--- src/rtl/clk_period_meter.sv ---
`default_nettype none
// +--------------------------------------------------------------------+
// | Module   : clk_period_meter                                         |
// | Brief    : measures period, high time and ratio lock of a slow      |
// |            asynchronous clock in units of clk cycles.               |
// |            PERIOD_METER_TOL_EN: lock compare accepts +/-1 cycle.     |
// | Revision : 1.0  initial release                                     |
// +--------------------------------------------------------------------+
module clk_period_meter #(
  parameter int MAX_COUNT  = 1023,
  parameter int LOCK_COUNT = 4,
  localparam int CW = $clog2(MAX_COUNT + 1)
) (
  input  logic          clk,
  input  logic          reset,
  input  logic          meas_clk,
  input  logic          enable,
  output logic [CW-1:0] period,
  output logic [CW-1:0] high_time,
  output logic          meas_valid,
  output logic          locked,
  output logic          overflow
);

  localparam int MW = $clog2(LOCK_COUNT + 1);
  localparam logic [CW-1:0] c_max  = CW'(MAX_COUNT);
  localparam logic [MW-1:0] c_lock = MW'(LOCK_COUNT);

  typedef enum logic [1:0] {
    S_IDLE      = 2'd0,
    S_WAIT_EDGE = 2'd1,
    S_MEASURE   = 2'd2,
    S_LOCKED    = 2'd3
  } state_t;

  state_t        r_state, w_state_next;
  logic [CW-1:0] r_cnt, w_cnt_next, w_cnt_inc;
  logic [CW-1:0] r_period, w_period_next;
  logic [CW-1:0] r_high_time, w_high_time_next;
  logic [CW-1:0] r_high_pend, w_high_pend_next;
  logic          r_fall_seen, w_fall_seen_next;
  logic [MW-1:0] r_match, w_match_next, w_match_inc;
  logic          r_valid, w_valid_next;
  logic          r_locked, w_locked_next;
  logic          r_overflow, w_overflow_next;
  logic          r_sync1, r_sync2, r_sync_d;
  logic          w_rise, w_fall, w_same;

  // Chain resets high so a meas_clk already high at release is not a rise.
  always_ff @(posedge clk or posedge reset) begin
    if (reset) begin
      r_sync1  <= 1'b1;
      r_sync2  <= 1'b1;
      r_sync_d <= 1'b1;
    end else begin
      r_sync1  <= meas_clk;
      r_sync2  <= r_sync1;
      r_sync_d <= r_sync2;
    end
  end

  assign w_rise = r_sync2 & ~r_sync_d;
  assign w_fall = ~r_sync2 & r_sync_d;

  assign w_cnt_inc   = w_rise ? CW'(1) : ((r_cnt == c_max) ? r_cnt : r_cnt + CW'(1));
  assign w_match_inc = (r_match >= c_lock) ? c_lock : r_match + MW'(1);

`ifdef PERIOD_METER_TOL_EN
  logic [CW-1:0] w_diff;
  assign w_diff = (r_cnt >= r_period) ? (r_cnt - r_period) : (r_period - r_cnt);
  assign w_same = (w_diff <= CW'(1));
`else
  assign w_same = (r_cnt == r_period);
`endif

  always_comb begin
    w_state_next     = r_state;
    w_cnt_next       = r_cnt;
    w_period_next    = r_period;
    w_high_time_next = r_high_time;
    w_high_pend_next = r_high_pend;
    w_fall_seen_next = r_fall_seen;
    w_match_next     = r_match;
    w_valid_next     = 1'b0;
    w_locked_next    = r_locked;
    w_overflow_next  = r_overflow;

    if (!enable) begin
      w_state_next     = S_IDLE;
      w_cnt_next       = '0;
      w_match_next     = '0;
      w_fall_seen_next = 1'b0;
      w_locked_next    = 1'b0;
      w_overflow_next  = 1'b0;
    end else begin
      case (r_state)
        S_IDLE: w_state_next = S_WAIT_EDGE;
        S_WAIT_EDGE: begin
          w_cnt_next = w_cnt_inc;
          if (w_rise) begin
            w_state_next     = S_MEASURE;
            w_fall_seen_next = 1'b0;
          end
        end
        S_MEASURE, S_LOCKED: begin
          w_cnt_next = w_cnt_inc;
          if (w_fall) begin
            w_high_pend_next = r_cnt;
            w_fall_seen_next = 1'b1;
          end
          if (w_rise) begin
            w_period_next    = r_cnt;
            // No fall since the last rise means the low pulse was lost.
            w_high_time_next = r_fall_seen ? r_high_pend : '0;
            w_fall_seen_next = 1'b0;
            w_valid_next     = 1'b1;
            if (w_same) begin
              w_match_next = w_match_inc;
              if (w_match_inc >= c_lock) begin
                w_state_next  = S_LOCKED;
                w_locked_next = 1'b1;
              end
            end else begin
              w_match_next  = MW'(1);
              w_locked_next = 1'b0;
              w_state_next  = S_MEASURE;
            end
          end else if (r_cnt == c_max) begin
            w_overflow_next  = 1'b1;
            w_locked_next    = 1'b0;
            w_match_next     = '0;
            w_fall_seen_next = 1'b0;
            w_state_next     = S_WAIT_EDGE;
          end
        end
      endcase
    end
  end

  always_ff @(posedge clk or posedge reset) begin
    if (reset) begin
      r_state     <= S_IDLE;
      r_cnt       <= '0;
      r_period    <= '0;
      r_high_time <= '0;
      r_high_pend <= '0;
      r_fall_seen <= 1'b0;
      r_match     <= '0;
      r_valid     <= 1'b0;
      r_locked    <= 1'b0;
      r_overflow  <= 1'b0;
    end else begin
      r_state     <= w_state_next;
      r_cnt       <= w_cnt_next;
      r_period    <= w_period_next;
      r_high_time <= w_high_time_next;
      r_high_pend <= w_high_pend_next;
      r_fall_seen <= w_fall_seen_next;
      r_match     <= w_match_next;
      r_valid     <= w_valid_next;
      r_locked    <= w_locked_next;
      r_overflow  <= w_overflow_next;
    end
  end

  assign period     = r_period;
  assign high_time  = r_high_time;
  assign meas_valid = r_valid;
  assign locked     = r_locked;
  assign overflow   = r_overflow;

endmodule
`default_nettype wire

--- config.mk ---
export PLATFORM = sky130hd
export DESIGN_NAME = clk_period_meter
export DESIGN_NICKNAME = d
export VERILOG_FILES = /design/src/rtl/clk_period_meter.sv
export SDC_FILE = /design/constraint.sdc
export NUM_CORES = 1
export LEC_CHECK = 0
export CAP_MARGIN = 20
export CORE_UTILIZATION = 30
export DETAILED_ROUTE_END_ITERATION = 8
export GPL_TIMING_DRIVEN = 0
export PLACE_DENSITY = 0.61
export SYNTH_ARGS = -nofsm -noshare
export SYNTH_HDL_FRONTEND = slang
export SYNTH_SLANG_ARGS = --single-unit
--- constraint.sdc ---
create_clock -name clk -period 1.9 [get_ports clk]
set_input_delay 0.38 -clock clk [delete_from_list [all_inputs] [get_ports clk]]
set_output_delay 0.38 -clock clk [all_outputs]
set_load 0.01 [all_outputs]
==> results.sh, run 1 <==
export IMPL_cts_sinks=52
export IMPL_globalplace_congestion=0.794
export IMPL_fmax_ghz=0.537
export IMPL_core_area_um2=7690
export IMPL_yosysWarnings=0
export IMPL_dp_slack_ns=-0.396
export IMPL_wl_met3_um=155
export IMPL_max_slew_worst_pin_slew_ns=0.590
export IMPL_setup_violations=0
export IMPL_dieArea_um2=8290
export IMPL_ys_seq_area_share_pct=54.8
export IMPL_dpl_cell_area_um2=2790
export IMPL_grt_start_max_net_pins=28
export IMPL_cts_hold_buffers=0
export IMPL_clkSlewWorstSetupHoldPaths_ns=0.10
export IMPL_hold_path_class="flip-flop to flip-flop"
export IMPL_drv_cap=0
export IMPL_fin_skew_ns=0.00859
export IMPL_power_density_nw_per_um2=681
export IMPL_slew_viol_final=0
export IMPL_routedWlPerCell_um=13.1
export IMPL_synth_area_top_cells="dfrtp_1, mux2_2, nand2_1"
export IMPL_final_cell_area_um2=2980
export IMPL_synth_area_um2=2380
export IMPL_num_antenna_cells=0
export IMPL_routed_top_layer="met4"
export IMPL_mostFrequentLayoutCell="dfrtp_1"
export IMPL_syn_nets=226
export IMPL_io_buffer_count=26
export IMPL_drive_above_1_share_pct=23.3
export IMPL_ys_ff_latch=52
export IMPL_synth_distinct_cells=42
export IMPL_start_kind="input port"
export IMPL_route_detailed_drc=0
export IMPL_die_w_um=91.1
export IMPL_grt_pass1_wl_um=8070
export IMPL_worst_path_max_fanout=10
export IMPL_syn_inst=219
export IMPL_grt_ovfl_total=0
export IMPL_grt_pass1_vias=1604
export IMPL_avgSynthCellArea_um2=10.9
export IMPL_setup_ws_ns=0.0382
export IMPL_antenna_found_initial=0
export IMPL_ant_nets=0
export IMPL_synth_ff_type="dfrtp_1"
export IMPL_drtPass1Iterations=4
export IMPL_synth_edff_count=0
export IMPL_critPathRequiredTime_ns=2.09
export IMPL_clkLatencyLatePin_ns=0.31
export IMPL_vias_per_cell=4.66
export IMPL_worstSetupEndpointType="flip-flop"
export IMPL_met2_length_um=2190
export IMPL_htree_levels=2
export IMPL_dr_first_iter_drc_count=61
export IMPL_relSlewSlack_pct=60.4
export IMPL_cts_tree="done"
export IMPL_status="finished clean"
export IMPL_wirelength_um=4700
export IMPL_crit_type="input port to flip-flop"
export IMPL_layout_min_cycle_time_ns=1.86
export IMPL_synth_top_area_share_pct=51.5
export IMPL_p_leak_nw=1.29
export IMPL_syn2layout_area_growth_pct=25.2
export IMPL_nets=263
export IMPL_num_vias=1673
export IMPL_io_pins=27
export IMPL_grt_use_total_pct=12.4
export IMPL_m1WireLength_um=2300
export IMPL_cts_inserted_buffers=5
export IMPL_root_buffer="clkbuf_8"
export IMPL_cts_buffer_depth=2
export IMPL_floorplan_initialDensity_pct=31.0
export IMPL_grt_setup_unrepaired="true"
export IMPL_post_dp_hpwl_um=3310
export IMPL_finalHoldViolCount=0
export IMPL_cp_arrival_ns=2.06
export IMPL_die_h_um=91.1
export IMPL_mostFrequentLayoutCells="dfrtp_1, nand2_1, clkdlybuf4s50_1"
export IMPL_worst_ir_drop_vdd_mv=0.298
export IMPL_rows=32
export IMPL_fin_crit_sh_pct=98.0
export IMPL_yosys_area_top_type="dfrtp_1"
export IMPL_synth_async_reset_ratio_pct=100
==> worst paths after layout <==
path | from | cells after the start | slack (ns) | endpoint
worst max-delay path | enable | 4 | 0.04 | r_high_pend[1]$_DFFE_PP0P_
worst min-delay path | r_sync1$_DFF_PP1_ | 0 | 0.36 | r_sync2$_DFF_PP1_
worst max register to register | r_cnt[0]$_DFFE_PP0P_ | 7 | 0.09 | r_cnt[6]$_DFFE_PP0P_
worst min register to register | r_sync1$_DFF_PP1_ | 0 | 0.36 | r_sync2$_DFF_PP1_
max in group asynchronous | reset | 3 | 0.83 | r_sync1$_DFF_PP1_
min in group asynchronous | reset | 2 | 0.45 | high_time[0]$_DFFE_PP0P_
==> registers in the layout (all words and copies together), names as in the netlist <==
| signal | count |
|---|---|
| high_time | 10 |
| locked | 1 |
| meas_valid | 1 |
| overflow | 1 |
| period | 10 |
| r_cnt | 10 |
| r_fall_seen | 1 |
| r_high_pend | 10 |
| r_match | 3 |
| r_state | 2 |
| r_sync1 | 1 |
| r_sync2 | 1 |
| r_sync_d | 1 |
==> critical path, cell delays in order <==
cell             delay, ns
clkdlybuf4s50_1       0.58
nand4b_1              0.23
clkbuf_1              0.47
mux2_2                0.40
==> power by group <==
group          internal (W)  leakage, nW  switching (W)
sequential          0.00114        0.706      0.0000244
combinational     0.0000925        0.540       0.000117
clock              0.000271       0.0463       0.000389
total               0.00150         1.29       0.000530
==> Yosys cell counts (all sizes together) (2+ instances only) <==
cell    instances
nor4            2
and3            2
o21ai          20
o22ai           2
nor2           12
nor3            3
a21oi           6
xor2            9
nand4b          2
or3             3
nand3           4
ha              3
o221a           2
mux2           18
o31a            2
dfrtp          49
nand2          33
dfstp           3
clkbuf          7
nor2b           2
nand4           2
buf             3
o211ai          6
inv             8
xnor2           7
==> per-layer routing <==
| metal | GRT usage [%] | up-vias |
|---|---|---|
| met5 | 0 | - |
| met4 | 3.97 | 0 |
| met3 | 3.27 | 6 |
| met2 | 19.4 | 27 |
| met1 | 16.8 | 804 |
| li1 | - | 836 |
==> through the flow <==
stage / util (%) / std cells / total power, W / setup TNS (ns) / hold slack [ns]
floorplan: - / 219 / 0.00129 / 0 / 0.345
global placement: 36.0 / 347 / 0.00135 / -46.78 / 0.347
detailed placement: 36.3 / 348 / 0.00136 / -7.83 / 0.347
CTS: 38.1 / 357 / 0.00205 / 0 / 0.362
global route: 38.8 / 359 / 0.00213 / -0.0176 / 0.364
finish: 38.8 / 359 / 0.00203 / 0 / 0.361
==> timing repair <==
item | in CTS | in global routing
pin swaps | 1 | 3
setup endpoints to repair | 30 | 21
cloned | 0 | 0
buffers inserted | 1 | 2
resized for setup | 9 | 10
==> layout make-up <==
type	count	area, µm²
buffer	10	52.6
clock buffer	5	68.8
clock inverter	3	27.5
fill	770	4710
inverter	8	30.0
multi-input combinational	149	1060
sequential	52	1310
tap	102	128
timing repair buffer	30	303
==> cell families (layout without fill, tap and decap cells) <==
logic type	count (synthesis)	count (layout)	share of synthesized area, %
xor gates and xnor gates	16	16	5.89
AOI/OAI and AO/OA	43	43	12.1
DFF	52	52	54.8
and+or+nand+nor	69	69	13.8
muxes	18	18	8.52
adders and majority gates	3	3	1.58
buffers and inverters	18	56	3.31
Note: power is estimated with default switching activity, not from simulation.
==> run 2: changes to the inputs <==
--- a/config.mk
+++ b/config.mk
@@ -10,6 +10,7 @@
 export DETAILED_ROUTE_END_ITERATION = 8
 export GPL_TIMING_DRIVEN = 0
 export PLACE_DENSITY = 0.61
+export SLEW_MARGIN = 20
 export SYNTH_ARGS = -nofsm -noshare
 export SYNTH_HDL_FRONTEND = slang
 export SYNTH_SLANG_ARGS = --single-unit
==> results of run 2 <==
The final DEF is identical to that of run 1; final timing and power are the same.
==> run 3: changes to the inputs <==
--- a/config.mk
+++ b/config.mk
@@ -6,6 +6,7 @@
 export NUM_CORES = 1
 export LEC_CHECK = 0
 export CAP_MARGIN = 20
+export CORE_MARGIN = 2
 export CORE_UTILIZATION = 30
 export DETAILED_ROUTE_END_ITERATION = 8
 export GPL_TIMING_DRIVEN = 0
==> run 3 against run 2 <==
Critical path type is now flip-flop to flip-flop. First-iteration DRC count grew 74%. Setup slack improved by 0.055 ns. Non-clock buffer count increased by 1. Critical endpoint is now r_cnt[6]$_DFFE_PP0P_. Die area rose by 4.4%.
==> results.sh, run 3 (synthesis gave the netlist of run 1 again) <==
export IMPL_status="finished clean"
export IMPL_power_density_nw_per_um2=677
export IMPL_ant_nets=0
export IMPL_globalplace_congestion=0.801
export IMPL_relSlewSlack_pct=58.7
export IMPL_drv_cap=0
export IMPL_cts_sinks=52
export IMPL_cts_hold_buffers=0
export IMPL_grt_ovfl_total=0
export IMPL_post_dp_hpwl_um=3370
export IMPL_cts_inserted_buffers=5
export IMPL_mostFrequentLayoutCell="dfrtp_1"
export IMPL_critPathRequiredTime_ns=2.08
export IMPL_root_buffer="clkbuf_8"
export IMPL_num_antenna_cells=0
export IMPL_layout_min_cycle_time_ns=1.81
export IMPL_grt_start_max_net_pins=28
export IMPL_dp_slack_ns=-0.412
export IMPL_routedWlPerCell_um=13.4
export IMPL_floorplan_initialDensity_pct=31.0
export IMPL_nets=264
export IMPL_final_util_pct=38.9
export IMPL_grt_pass1_vias=1657
export IMPL_regToRegSetupSlack_ns=0.09
export IMPL_worst_ir_drop_vdd_mv=0.301
export IMPL_slew_viol_final=0
export IMPL_cts_buffer_depth=2
export IMPL_drtPass1Iterations=4
export IMPL_p_leak_nw=1.29
export IMPL_cp_arrival_ns=1.99
export IMPL_hold_end="r_sync2$_DFF_PP1_"
export IMPL_fmax_ghz=0.554
export IMPL_setup_ws_ns=0.0935
export IMPL_startpoint="r_cnt[6]$_DFFE_PP0P_"
export IMPL_htree_levels=2
export IMPL_start_kind="flip-flop"
export IMPL_clkSlewWorstSetupHoldPaths_ns=0.10
export IMPL_route_detailed_drc=0
export IMPL_mostFrequentLayoutCells="dfrtp_1, nand2_1, clkdlybuf4s50_1"
export IMPL_worst_path_max_fanout=8
export IMPL_vias_per_cell=4.67
export IMPL_total_power_w=0.00202
export IMPL_io_buffer_count=26
export IMPL_finalHoldViolCount=0
export IMPL_clkLatencyLatePin_ns=0.31
export IMPL_crit_type="flip-flop to flip-flop"
export IMPL_grt_use_total_pct=12.1
export IMPL_hold_depth=0
export IMPL_io_pins=27
export IMPL_antenna_found_initial=0
export IMPL_drive_above_1_share_pct=24.0
export IMPL_rows=32
export IMPL_num_vias=1682
export IMPL_dr_first_iter_drc_count=106
export IMPL_worstSetupEndpointType="flip-flop"
export IMPL_hold_path_class="flip-flop to flip-flop"
export IMPL_fin_crit_sh_pct=95.1
export IMPL_wirelength_um=4810
export IMPL_cts_tree="done"
export IMPL_max_slew_worst_pin_slew_ns=0.615
export IMPL_core_area_um2=7690
export IMPL_dpl_cell_area_um2=2790
export IMPL_setup_violations=0
export IMPL_reg2reg_from="r_cnt[6]$_DFFE_PP0P_"
export IMPL_r2r_worst_path_cells=6
export IMPL_syn2layout_area_growth_pct=25.6
export IMPL_hold_ws_ns=0.361
export IMPL_holdCritStartpoint="r_sync1$_DFF_PP1_"
export IMPL_die_w_um=93.1
export IMPL_r2r_end="r_cnt[6]$_DFFE_PP0P_"
export IMPL_die_h_um=93.1
export IMPL_final_cell_area_um2=2990
export IMPL_dieArea_um2=8660
export IMPL_fin_skew_ns=0.00825
export IMPL_grt_pass1_wl_um=8250
==> run 3: cell types whose count changed in the layout (fill, tap and decap cells not counted), sizes merged <==
cell,change
buf,+1
clkinvlp,+1
inv,-1
==> run 3: critical path, stage by stage, from the launching register on <==
cell      delay, ns
dfrtp_1        0.49
nand4_2        0.19
or3_1          0.42
buf_6          0.15
o211ai_1       0.20
xor2_1         0.17
nor2_1         0.06
==> run 3: final cells by class <==
| type | instances | area [µm²] |
|---|---|---|
| fillers | 772 | 4700 |
| flip-flops and latches | 52 | 1310 |
| multi-input cells | 149 | 1050 |
| repair buffers | 31 | 323 |
| well taps | 102 | 128 |
| clock buffers | 5 | 68.8 |
| plain buffers | 10 | 55.1 |
| inverters | 8 | 30.0 |
| clock inverters | 3 | 23.8 |
==> run 3: repair_timing <==
action / in CTS / in global routing
hold endpoints to repair: 0 / 0
gates cloned: 0 / 0
endpoints found under the setup margin: 29 / 22
pin swaps: 1 / 5
setup buffers: 4 / 0
gates resized for setup: 5 / 16
==> run 3: through the flow <==
stage	instances	TNS [ns]
final	360	0
after global routing	360	-0.00960
after CTS	360	0
after detailed placement	348	-8.45
after global placement	347	-44.85
after floorplan	219	0
==> run 3: worst max path at each step <==
stage | to | cells past startpoint
after floorplan | r_cnt[9]$_DFFE_PP0P_ | 7
after global placement | period[6]$_DFFE_PP0P_ | 2
after detailed placement | period[4]$_DFFE_PP0P_ | 4
after CTS | r_match[1]$_DFFE_PP0P_ | 6
after global routing | r_match[1]$_DFFE_PP0P_ | 6
final | r_cnt[6]$_DFFE_PP0P_ | 6
==> run 3: routing by layer <==
layer / vias to the layer above / GRT usage (%) / share of wire (%)
met3: 5 / 2.98 / 4.6
met2: 39 / 19.5 / 46
met4: 0 / 3.31 / 1.2
li1: 836 / - / -
met1: 802 / 16.2 / 48
met5: - / 0 / 0
==> run 3: power breakdown <==
part	internal (W)	switching, W
sequential	0.00114	0.0000253
clock	0.000261	0.000380
combinational	0.000101	0.000118
